**src/rtl/dds_nco_bank_if.sv**
```systemverilog
// ---------------------------------------------------------------------------
// dds_nco_bank_if
// Bus bundle for the NCO bank: run control, configuration writes and the
// per-channel sample outputs. clk and rst_n stay plain ports on the design.
//
// Signals (direction shown from the slave / NCO bank side):
//   ena          in   global advance enable
//   div          in   tick period minus one, in clocks
//   cfg_we       in   configuration write strobe
//   cfg_ch       in   target channel
//   cfg_sel      in   0 freq, 1 mode, 2 phase, 3 reserved
//   cfg_data     in   write data (mode uses bits [1:0])
//   samples      out  8 bits per channel, channel k at [8k+7:8k]
//   sample_valid out  one-cycle pulse per channel update
//   sample_ch    out  channel updated with the current sample_valid
//   mix          out  average of all samples      (only with DDS_MIX_EN)
//   mix_valid    out  one-cycle pulse for mix      (only with DDS_MIX_EN)
// ---------------------------------------------------------------------------
interface dds_nco_bank_if #(
    parameter int NUM_CH  = 4,
    parameter int PHASE_W = 16,
    parameter int DIV_W   = 8
);
    logic                 ena;
    logic [DIV_W-1:0]     div;
    logic                 cfg_we;
    logic [2:0]           cfg_ch;
    logic [1:0]           cfg_sel;
    logic [PHASE_W-1:0]   cfg_data;
    logic [8*NUM_CH-1:0]  samples;
    logic                 sample_valid;
    logic [2:0]           sample_ch;
`ifdef DDS_MIX_EN
    logic [7:0]           mix;
    logic                 mix_valid;
`endif

    modport slave (
        input  ena, div, cfg_we, cfg_ch, cfg_sel, cfg_data,
        output samples, sample_valid, sample_ch
`ifdef DDS_MIX_EN
        , output mix, mix_valid
`endif
    );

    modport master (
        output ena, div, cfg_we, cfg_ch, cfg_sel, cfg_data,
        input  samples, sample_valid, sample_ch
`ifdef DDS_MIX_EN
        , input mix, mix_valid
`endif
    );
endinterface

```
**src/rtl/dds_nco_bank.sv**
```systemverilog
// ---------------------------------------------------------------------------
// dds_nco_bank
// Bank of NUM_CH phase-accumulator NCOs sharing one prescaler tick and one
// waveform lookup unit. Each tick advances every accumulator, then a scan
// walks channels 0..NUM_CH-1 one per clock, registering each channel's
// 8-bit sample (sine / square / saw / triangle selected per channel).
//
// Ports:
//   clk    sole clock, rising edge
//   rst_n  synchronous active-low reset
//   bus    dds_nco_bank_if.slave (control, config writes, sample outputs)
//
// Optional feature: define DDS_MIX_EN to add bus.mix / bus.mix_valid, the
// average of all channel samples registered after each complete scan.
// ---------------------------------------------------------------------------
module dds_nco_bank #(
    parameter int NUM_CH  = 4,
    parameter int PHASE_W = 16,
    parameter int DIV_W   = 8
) (
    input  logic            clk,
    input  logic            rst_n,
    dds_nco_bank_if.slave   bus
);
    localparam int IDX_W = (NUM_CH > 1) ? $clog2(NUM_CH) : 1;
    localparam logic [IDX_W-1:0] LAST_IDX = IDX_W'(NUM_CH - 1);

    // Quarter-wave magnitudes: floor(127.5*sin(2*pi*(i+0.5)/256)). The half
    // step offset makes the mirrored quadrants meet symmetrically.
    localparam logic [6:0] SINE_Q [64] = '{
          1,   4,   7,  10,  14,  17,  20,  23,
         26,  29,  32,  35,  38,  41,  44,  47,
         50,  53,  55,  58,  61,  64,  66,  69,
         72,  74,  77,  79,  82,  84,  86,  89,
         91,  93,  95,  97,  99, 101, 103, 105,
        106, 108, 110, 111, 113, 114, 115, 117,
        118, 119, 120, 121, 122, 123, 124, 124,
        125, 125, 126, 126, 127, 127, 127, 127
    };

    typedef enum logic {S_IDLE, S_SCAN} scan_state_t;

    logic [DIV_W-1:0]    presc_q;
    logic                tick;
    logic [7:0]          ch_p [NUM_CH];
    logic [1:0]          ch_m [NUM_CH];
    scan_state_t         state_q, state_d;
    logic [IDX_W-1:0]    idx_q, idx_d;
    logic [8*NUM_CH-1:0] samples_q;
    logic                valid_q;
    logic [2:0]          ch_q;
    logic [7:0]          wave;

    function automatic logic [7:0] wave_f(input logic [1:0] mode, input logic [7:0] p);
        logic [5:0] addr;
        logic [6:0] mag;
        logic [7:0] res;
        addr = p[6] ? ~p[5:0] : p[5:0];
        mag  = SINE_Q[addr];
        case (mode)
            2'd0:    res = p[7] ? (8'd127 - {1'b0, mag}) : (8'd128 + {1'b0, mag});
            2'd1:    res = p[7] ? 8'd0 : 8'd255;
            2'd2:    res = p;
            default: res = p[7] ? ~{p[6:0], 1'b0} : {p[6:0], 1'b0};
        endcase
        return res;
    endfunction

    assign tick = bus.ena && (presc_q == bus.div);

    // Prescaler freezes while ena is low so the tick phase is preserved.
    always_ff @(posedge clk) begin
        if (!rst_n) begin
            presc_q <= '0;
        end else if (bus.ena) begin
            presc_q <= (presc_q == bus.div) ? '0 : presc_q + DIV_W'(1);
        end
    end

    genvar gi;
    generate
        for (gi = 0; gi < NUM_CH; gi++) begin : g_ch
            logic [PHASE_W-1:0] freq_q;
            logic [PHASE_W-1:0] phase_q;
            logic [1:0]         mode_q;
            logic               hit;

            // cfg_ch values >= NUM_CH never match any generated channel.
            assign hit = bus.cfg_we && (bus.cfg_ch == 3'(gi));

            always_ff @(posedge clk) begin
                if (!rst_n) begin
                    freq_q  <= '0;
                    phase_q <= '0;
                    mode_q  <= '0;
                end else begin
                    if (hit && bus.cfg_sel == 2'd0) freq_q <= bus.cfg_data;
                    if (hit && bus.cfg_sel == 2'd1) mode_q <= bus.cfg_data[1:0];
                    // A phase write takes priority over the tick accumulate.
                    if (hit && bus.cfg_sel == 2'd2) begin
                        phase_q <= bus.cfg_data;
                    end else if (tick) begin
                        phase_q <= phase_q + freq_q;
                    end
                end
            end

            assign ch_p[gi] = phase_q[PHASE_W-1 -: 8];
            assign ch_m[gi] = mode_q;
        end
    endgenerate

    // Scan sequencer: a tick (re)starts at channel 0, even mid-scan; a scan
    // in progress runs to completion regardless of ena.
    always_ff @(posedge clk) begin
        if (!rst_n) begin
            state_q <= S_IDLE;
            idx_q   <= '0;
        end else begin
            state_q <= state_d;
            idx_q   <= idx_d;
        end
    end

    always_comb begin
        state_d = state_q;
        idx_d   = idx_q;
        if (tick) begin
            state_d = S_SCAN;
            idx_d   = '0;
        end else if (state_q == S_SCAN) begin
            if (idx_q == LAST_IDX) begin
                state_d = S_IDLE;
                idx_d   = '0;
            end else begin
                idx_d = idx_q + IDX_W'(1);
            end
        end
    end

    assign wave = wave_f(ch_m[idx_q], ch_p[idx_q]);

    always_ff @(posedge clk) begin
        if (!rst_n) begin
            samples_q <= '0;
            valid_q   <= 1'b0;
            ch_q      <= '0;
        end else begin
            valid_q <= (state_q == S_SCAN);
            if (state_q == S_SCAN) begin
                samples_q[{idx_q, 3'b000} +: 8] <= wave;
                ch_q                            <= 3'(idx_q);
            end
        end
    end

    assign bus.samples      = samples_q;
    assign bus.sample_valid = valid_q;
    assign bus.sample_ch    = ch_q;

`ifdef DDS_MIX_EN
    localparam int SUM_W = IDX_W + 8;

    logic [SUM_W-1:0] mix_sum;
    logic [7:0]       mix_q;
    logic             mix_valid_q;

    always_comb begin
        mix_sum = '0;
        for (int k = 0; k < NUM_CH; k++) begin
            mix_sum = mix_sum + SUM_W'(samples_q[8*k +: 8]);
        end
    end

    // NUM_CH is a power of two, so the top 8 bits of the sum are the mean.
    always_ff @(posedge clk) begin
        if (!rst_n) begin
            mix_q       <= '0;
            mix_valid_q <= 1'b0;
        end else begin
            mix_valid_q <= valid_q && (ch_q == 3'(NUM_CH - 1));
            if (valid_q && (ch_q == 3'(NUM_CH - 1))) begin
                mix_q <= mix_sum[SUM_W-1 -: 8];
            end
        end
    end

    assign bus.mix       = mix_q;
    assign bus.mix_valid = mix_valid_q;
`endif
endmodule

```
**src/flat_wrapper.sv**
```systemverilog
// flat-port wrapper written by rule: the top's interface ports become plain ports
module dds_nco_bank_flat 
#(
    parameter int NUM_CH  = 4,
    parameter int PHASE_W = 16,
    parameter int DIV_W   = 8
)
  (clk, rst_n, bus_ena, bus_div, bus_cfg_we, bus_cfg_ch, bus_cfg_sel, bus_cfg_data, bus_samples, bus_sample_valid, bus_sample_ch);
  dds_nco_bank_if #(.NUM_CH(NUM_CH), .PHASE_W(PHASE_W), .DIV_W(DIV_W)) bus_i ();
  input  logic clk;
  input  logic rst_n;
  input wire logic [$bits(bus_i.ena)-1:0] bus_ena;
  input wire logic [$bits(bus_i.div)-1:0] bus_div;
  input wire logic [$bits(bus_i.cfg_we)-1:0] bus_cfg_we;
  input wire logic [$bits(bus_i.cfg_ch)-1:0] bus_cfg_ch;
  input wire logic [$bits(bus_i.cfg_sel)-1:0] bus_cfg_sel;
  input wire logic [$bits(bus_i.cfg_data)-1:0] bus_cfg_data;
  output wire logic [$bits(bus_i.samples)-1:0] bus_samples;
  output wire logic [$bits(bus_i.sample_valid)-1:0] bus_sample_valid;
  output wire logic [$bits(bus_i.sample_ch)-1:0] bus_sample_ch;
  assign bus_i.ena = bus_ena;
  assign bus_i.div = bus_div;
  assign bus_i.cfg_we = bus_cfg_we;
  assign bus_i.cfg_ch = bus_cfg_ch;
  assign bus_i.cfg_sel = bus_cfg_sel;
  assign bus_i.cfg_data = bus_cfg_data;
  assign bus_samples = bus_i.samples;
  assign bus_sample_valid = bus_i.sample_valid;
  assign bus_sample_ch = bus_i.sample_ch;
  dds_nco_bank #(.NUM_CH(NUM_CH), .PHASE_W(PHASE_W), .DIV_W(DIV_W)) u_core (.clk(clk), .rst_n(rst_n), .bus(bus_i));
endmodule
```
**config.mk**
```make
export PLATFORM = sky130hd
export DESIGN_NAME = dds_nco_bank_flat
export DESIGN_NICKNAME = d
export VERILOG_FILES = /design/src/rtl/dds_nco_bank_if.sv /design/src/rtl/dds_nco_bank.sv /design/src/flat_wrapper.sv
export SDC_FILE = /design/constraint.sdc
export NUM_CORES = 1
export LEC_CHECK = 0
export BUFFER_PORTS_ARGS = -buffer_cell sky130_fd_sc_hd__buf_2
export CORE_AREA = 2 2 146 148
export DETAILED_ROUTE_END_ITERATION = 6
export DIE_AREA = 0 0 148 150
export PLACE_DENSITY = 0.72
export SLEW_MARGIN = 20
export SYNTH_ARGS = -nofsm -noshare
export SYNTH_HDL_FRONTEND = slang
export SYNTH_SLANG_ARGS = --single-unit
```
**constraint.sdc**
```tcl
create_clock -name clk -period 5.1 [get_ports clk]
set_clock_uncertainty 0.05 [all_clocks]
set_input_delay 0 -clock clk [delete_from_list [all_inputs] [get_ports clk]]
set_output_delay 0 -clock clk [all_outputs]
set_load 0.01 [all_outputs]
```
==> impl_metrics.ini, run 1 <==
[timing]
hold_viol = 0
setup_viol = 0
finalSetupTns_ps = 0
fmax_ghz = 0.277
fin_crit_sh_pct = 70.9
fin_crit_ps = 3620
max_slew.worst_pin.slew_ps = 1080
rsz0062_at_grt = no
slew_headroom_pct = 27.7
finalMaxSlewViolations = 0

[cells_and_area]
layout.nets = 1538
stdcell_area_um2 = 12400
final_common_cell = nand2_1
multiInputGateArea_um2 = 6990
syn_to_final_growth_pct = 10.8
diodes = 0
final_cell_mix = nand2_1 (256), dfxtp_1 (182), a21oi_1 (131)
fin_cells = 1719
nFillCells = 1887
regArea_um2 = 3640
drive_above_1_share_pct = 9.97

[clock_tree]
clk_latency_ps = 440
clkSlewWorstSetupHoldPaths_ps = 70
cts_hold_buffers = 21
htreeDepth = 4
cts_setup_buffers = 0
cts_buffers = 17
cts_tree = built
clkSinkCount = 182
cts_resized = 0
root_buffer = clkbuf_16
clk_path_buf_depth = 2

[power]
power.density_nw_per_um2 = 245
ir_drop_mv = 0.233
p_leak_nw = 4.69

[grt]
grt_start_max_net_pins = 96
grt_pass1_vias = 9282
overflow = 0
grt_pass1_wl_mm = 47.4
antenna_found_initial = 0
globalRouteTotalUtil_pct = 26.6

[floorplan]
die_h_um = 150
dieWidth_um = 148
io_pins = 69
rows = 53
floorplan.initialDensity_pct = 53.9
coreArea_um2 = 20700
dieArea_um2 = 22200

[worst_setup_path]
start_kind = flop
crit_fanout = 20
reg2reg_depth = 11
crit_end = u_core.bus.samples[16]$_SDFFE_PN0P_
crit_required_ps = 5370
end_kind = flop
r2r_start = u_core.idx_q[0]$_SDFFE_PP0P_
r2r_end = u_core.bus.samples[16]$_SDFFE_PN0P_
worst-r2r-setup-slack_ps = 1480
worstSetupPathType = flop to flop
crit_arrival_ps = 3890
crit_path_start = u_core.idx_q[0]$_SDFFE_PP0P_

[logic_synthesis]
synth-edff-count = 0
ys_seq_area_share_pct = 32.7
synth_cell_types = 77
yosys_warnings = 0
syn_area_per_cell_um2 = 7.97
syn-instance-count = 1400
syn_area_um2 = 11200
ys_ff_latch = 182
postSynth.asyncResetShare_pct = 0
synth_flop_cell = dfxtp_1
synth_nets = 1507

[status]
status = complete, no violations

[placement]
portBuffers = 67
routabilityCongestion = 0.874
place_area_um2 = 11500
place_hpwl_mm = 20.3
dp.cells = 1666

[detailed_routing]
drtPass1Iterations = 5
via_per_inst = 5.91
drc = 0
ant_nets = 0
routedWlPerCell_um = 17.2
dr_total_vias = 10200
wl_mm = 29.6
first_iter_violations = 691

[hold_path]
hold_path_class = input pin to flop
worstHoldPathCells = 5

[job]
max-cap-violations = 0
## how the worst min path moves through the flow
stage	startpoint	end	slack [ps]
after global routing	bus_cfg_ch[2]	u_core.g_ch[2].mode_q[0]$_SDFFE_PN0P_	100
after CTS	bus_cfg_we	u_core.g_ch[0].mode_q[1]$_SDFFE_PN0P_	40
after detailed placement	bus_ena	u_core.presc_q[0]$_SDFFE_PN0P_	280
final	bus_cfg_we	u_core.g_ch[0].mode_q[1]$_SDFFE_PN0P_	50
after floorplan	bus_cfg_data[10]	u_core.g_ch[0].freq_q[10]$_SDFFE_PN0P_	90
after global placement	bus_ena	u_core.presc_q[0]$_SDFFE_PN0P_	280
## Yosys cell counts, types with 3 or more instances
cell type	instances	area share [%]
xor2_1	20	1.6
a311oi_1	4	0.31
o41ai_1	3	0.24
a22o_1	12	0.94
o311ai_0	4	0.31
mux4_2	9	1.8
nor3b_1	7	0.47
a22oi_1	8	0.54
or3_1	5	0.28
nor2_1	94	3.2
xnor2_4	4	0.99
o21bai_1	13	0.87
o211ai_1	28	1.9
fa_1	4	0.72
a21oi_1	131	5.9
dfxtp_1	182	33
xnor2_1	48	3.8
o31ai_1	5	0.34
inv_1	39	1.3
a211oi_1	17	1.1
buf_6	5	0.50
mux2i_1	24	2.2
o2111ai_1	7	0.55
nor3_1	17	0.76
o21ai_0	77	3.5
nand2b_1	14	0.79
nor2b_1	16	0.90
nand3_1	32	1.4
nand2_1	257	8.6
buf_2	6	0.27
a21o_1	16	1.1
nand4_1	22	1.2
a31oi_1	15	0.84
o21ai_1	19	0.85
o21a_1	7	0.47
clkbuf_1	67	2.3
o221ai_1	10	0.79
and3_1	12	0.67
ha_1	70	7.9
o22ai_1	7	0.39
a21boi_0	4	0.27
buf_1	3	0.10
and2_1	10	0.56
## critical path, cell delays in order (launching register included)
cell and delay [ps]:
dfxtp_1 350, buf_4 280, mux4_2 740, xnor2_4 310, inv_2 100, ha_1 380
mux4_2 490, nor3_1 180, a311oi_2 90, xnor2_1 170, a21oi_2 240, o21ai_1 100
## per-stage QoR
stage          total power, mW  hold slack, ps  setup WS [ps]  utilization (%)
2_1_floorplan             1.59            86.0           1970                -
3_3_place_gp              1.65             276           1540             55.7
3_5_place_dp              1.65             277           1500             55.7
4_1_cts                   3.04            37.5           1490             59.7
5_1_grt                   3.11             104           1270             59.7
6_report                  3.03            50.2           1480             59.7
## cell families after synthesis
group	synth area share [%]
and+or+nand+nor	19.6
muxes	4.17
xor gates and xnor gates	6.91
AOI/OAI and AO/OA	23.2
other	0.0336
DFF	32.7
adders and majority gates	8.57
buffers and inverters	4.85
## flip-flops by register name, summed over array words and instances, names as in the netlist
name and cells:
u_core.state_q 1, u_core.presc_q 8, u_core.g_ch.mode_q 8, u_core.bus.sample_ch 2
u_core.bus.samples 32, u_core.bus.sample_valid 1, u_core.g_ch.phase_q 64, u_core.idx_q 2
u_core.g_ch.freq_q 64
## power breakdown
group          internal (mW)  total [mW]  switching [mW]  leakage (nW)
Combinational         0.0670       0.189           0.122          2.92
Sequential              1.43        1.44          0.0112          1.47
Clock                  0.751        1.39           0.643         0.296
Total                   2.25        3.03           0.776          4.69
## final cells by class
class,count,area share (%)
clock inverters,14,1.50
multi-input cells,1092,56.5
repair buffers,97,4.96
inverters,41,1.27
clock buffers,18,3.47
well taps,275,2.78
flip-flops and latches,182,29.5
## routing by layer
| layer | part of all wire (%) | vias up | wire length, µm | track usage, % |
|---|---|---|---|---|
| met5 | 0 | - | 0 | 0 |
| met4 | 2.1 | 0 | 624 | 8.43 |
| met3 | 4.6 | 37 | 1360 | 3.84 |
| met2 | 50 | 265 | 14700 | 47.5 |
| met1 | 44 | 4802 | 12900 | 33.2 |
| li1 | - | 5049 | - | - |
Power figures use the tool's default switching activity.
==> run 2: changes to the inputs <==
==> constraint.sdc (replaced) <==
create_clock -name clk -period 3.5 [get_ports clk]
set_clock_uncertainty 0.05 [all_clocks]
set_input_delay 0 -clock clk [delete_from_list [all_inputs] [get_ports clk]]
set_output_delay 0 -clock clk [all_outputs]
set_load 0.01 [all_outputs]
==> run 2 against run 1 <==
Setup slack worse by 1300 ps. Global-route usage up 0.41 points. Sequential share of layout area down 0.24 points. Non-clock buffer count up 14. Clock power up 36%. Die area unchanged. Register-to-register slack worse by 1300 ps. Critical path depth unchanged. Critical path type unchanged.
==> impl_metrics.ini, run 2 (same netlist as run 1, synthesis figures left out) <==
[detailed_routing]
via_per_inst = 5.90
dr_total_vias = 10200
wl_mm = 29.5
ant_nets = 0
routedWlPerCell_um = 17.0
drc = 0
first_iter_violations = 626
drtPass1Iterations = 5

[floorplan]
dieWidth_um = 148
io_pins = 69
coreArea_um2 = 20700
dieArea_um2 = 22200
die_h_um = 150
floorplan.initialDensity_pct = 53.9
rows = 53

[grt]
antenna_found_initial = 0
overflow = 0
grt_pass1_wl_mm = 48.6
grt_start_max_net_pins = 73
globalRouteTotalUtil_pct = 27.0
grt_pass1_vias = 9854

[power]
clkPwrFrac_pct = 44.2
p_int_mw = 3.14
power.switching_mw = 1.13
power.density_nw_per_um2 = 342
sw_frac_of_total_pct = 26.4
pwr-share-comb_pct = 6.5
seqPwrFrac_pct = 49.3
p_leak_nw = 4.75
ir_drop_mv = 0.329

[worst_setup_path]
crit_arrival_ps = 3600
start_kind = flop
path_delay_family = multiplexers
crit_path_max_incr_delay_ps = 600
worst_path_max_delay_cell = mux4_2
crit_required_ps = 3770
end_kind = flop
worstSetupPathType = flop to flop
crit_path_cell_trace = buf_4 > mux4_2 > xnor2_4 > inv_2 > ha_1 > mux4_2 > nor3_1 > a311oi_2 > xnor2_1 > a21oi_2 > o21ai_1
crit_fanout = 6
crit_buf_inv = 2
crit_top_cell = mux4_2

[job]
max-cap-violations = 0

[cells_and_area]
diodes = 0
layout.nets = 1552
syn_to_final_growth_pct = 11.7
drive_above_1_share_pct = 11.0
stdcell_area_um2 = 12500
final_common_cell = nand2_1
final_cell_mix = nand2_1 (257), dfxtp_1 (182), a21oi_1 (131)

[timing]
hold_viol = 0
finalMaxSlewViolations = 0
fin_crit_sh_pct = 95.0
max_slew.worst_pin.slew_ps = 975
fmax_ghz = 0.301
rsz0062_at_grt = no
finalSetupTns_ps = 0
fin_crit_ps = 3320
setup_viol = 0
slew_headroom_pct = 34.5

[clock_tree]
clk_latency_ps = 440
root_buffer = clkbuf_16
cts_buffers = 17
clkSlewWorstSetupHoldPaths_ps = 70
cts_setup_buffers = 0
clk_path_buf_depth = 2
cts_tree = built
clkSinkCount = 182
htreeDepth = 4

[placement]
place_hpwl_mm = 20.7
place_area_um2 = 11700
routabilityCongestion = 0.929
portBuffers = 67

[hold_path]
hold_path_class = input pin to flop

[status]
status = complete, no violations
## run 2: cell types whose count changed in the layout (fill, tap and decap cells not counted), sizes merged
cell,delta
inv,-2
clkbuf,-1
clkinvlp,-1
clkinv,+6
buf,+15
dlygate4sd3,-1
bufinv,-2
## run 2: repair_timing
item,in CTS,in global routing
endpoints found under the hold margin,130,0
hold buffers,20,0
gates resized for setup,0,2
endpoints found under the setup margin,0,9
## run 2: cell type report
cell class / count / area (µm²)
fillers: 1854 / 8230
multi-input cells: 1092 / 7000
flip-flops and latches: 182 / 3640
repair buffers: 111 / 728
clock buffers: 17 / 425
well taps: 275 / 344
clock inverters: 15 / 160
inverters: 41 / 156
## run 2: final timing paths
kind | startpoint | to | slack (ps) | depth (start not counted)
worst min register to register | u_core.bus.samples[21]$_SDFFE_PN0P_ | u_core.bus.samples[21]$_SDFFE_PN0P_ | 400 | 2
worst max register to register | u_core.idx_q[0]$_SDFFE_PP0P_ | u_core.bus.samples[0]$_SDFFE_PN0P_ | 180 | 11
worst min-delay path | rst_n | u_core.bus.sample_ch[1]$_SDFFE_PN0P_ | 20 | 3
worst max-delay path | u_core.idx_q[0]$_SDFFE_PP0P_ | u_core.bus.samples[0]$_SDFFE_PN0P_ | 180 | 11
## run 2: power by group through the flow
stage          Clock [mW]  Sequential, mW  Combinational, mW
6_report             1.89            2.10              0.277
5_1_grt              2.00            2.10              0.304
4_1_cts              1.91            2.10              0.276
3_5_place_dp            0            2.15              0.257
3_3_place_gp            0            2.15              0.253
2_1_floorplan           0            2.14              0.170
## run 2: tightest hold or removal path: stages
cell	delay (ps)
buf_2	130
inv_4	190
nor2_1	150
## run 2: through the flow
step	instances	power, mW	hold slack (ps)	utilization (%)	worst slack [ps]
global placement	1681	2.40	276	56.3	187
floorplan	1400	2.32	86.0	-	368
detailed placement	1681	2.41	283	56.3	148
CTS	1733	4.29	16.5	60.1	142
finish	1733	4.26	24.8	60.2	176
global route	1733	4.41	46.6	60.2	9.60
## run 2: metal layers
metal | vias to the layer above | part of all wire, % | GRT usage (%)
met5 | - | 0 | 0
met4 | 0 | 4.1 | 12.6
met3 | 84 | 4.1 | 4.39
met2 | 271 | 49 | 46.6
met1 | 4793 | 43 | 33.1
li1 | 5069 | - | -
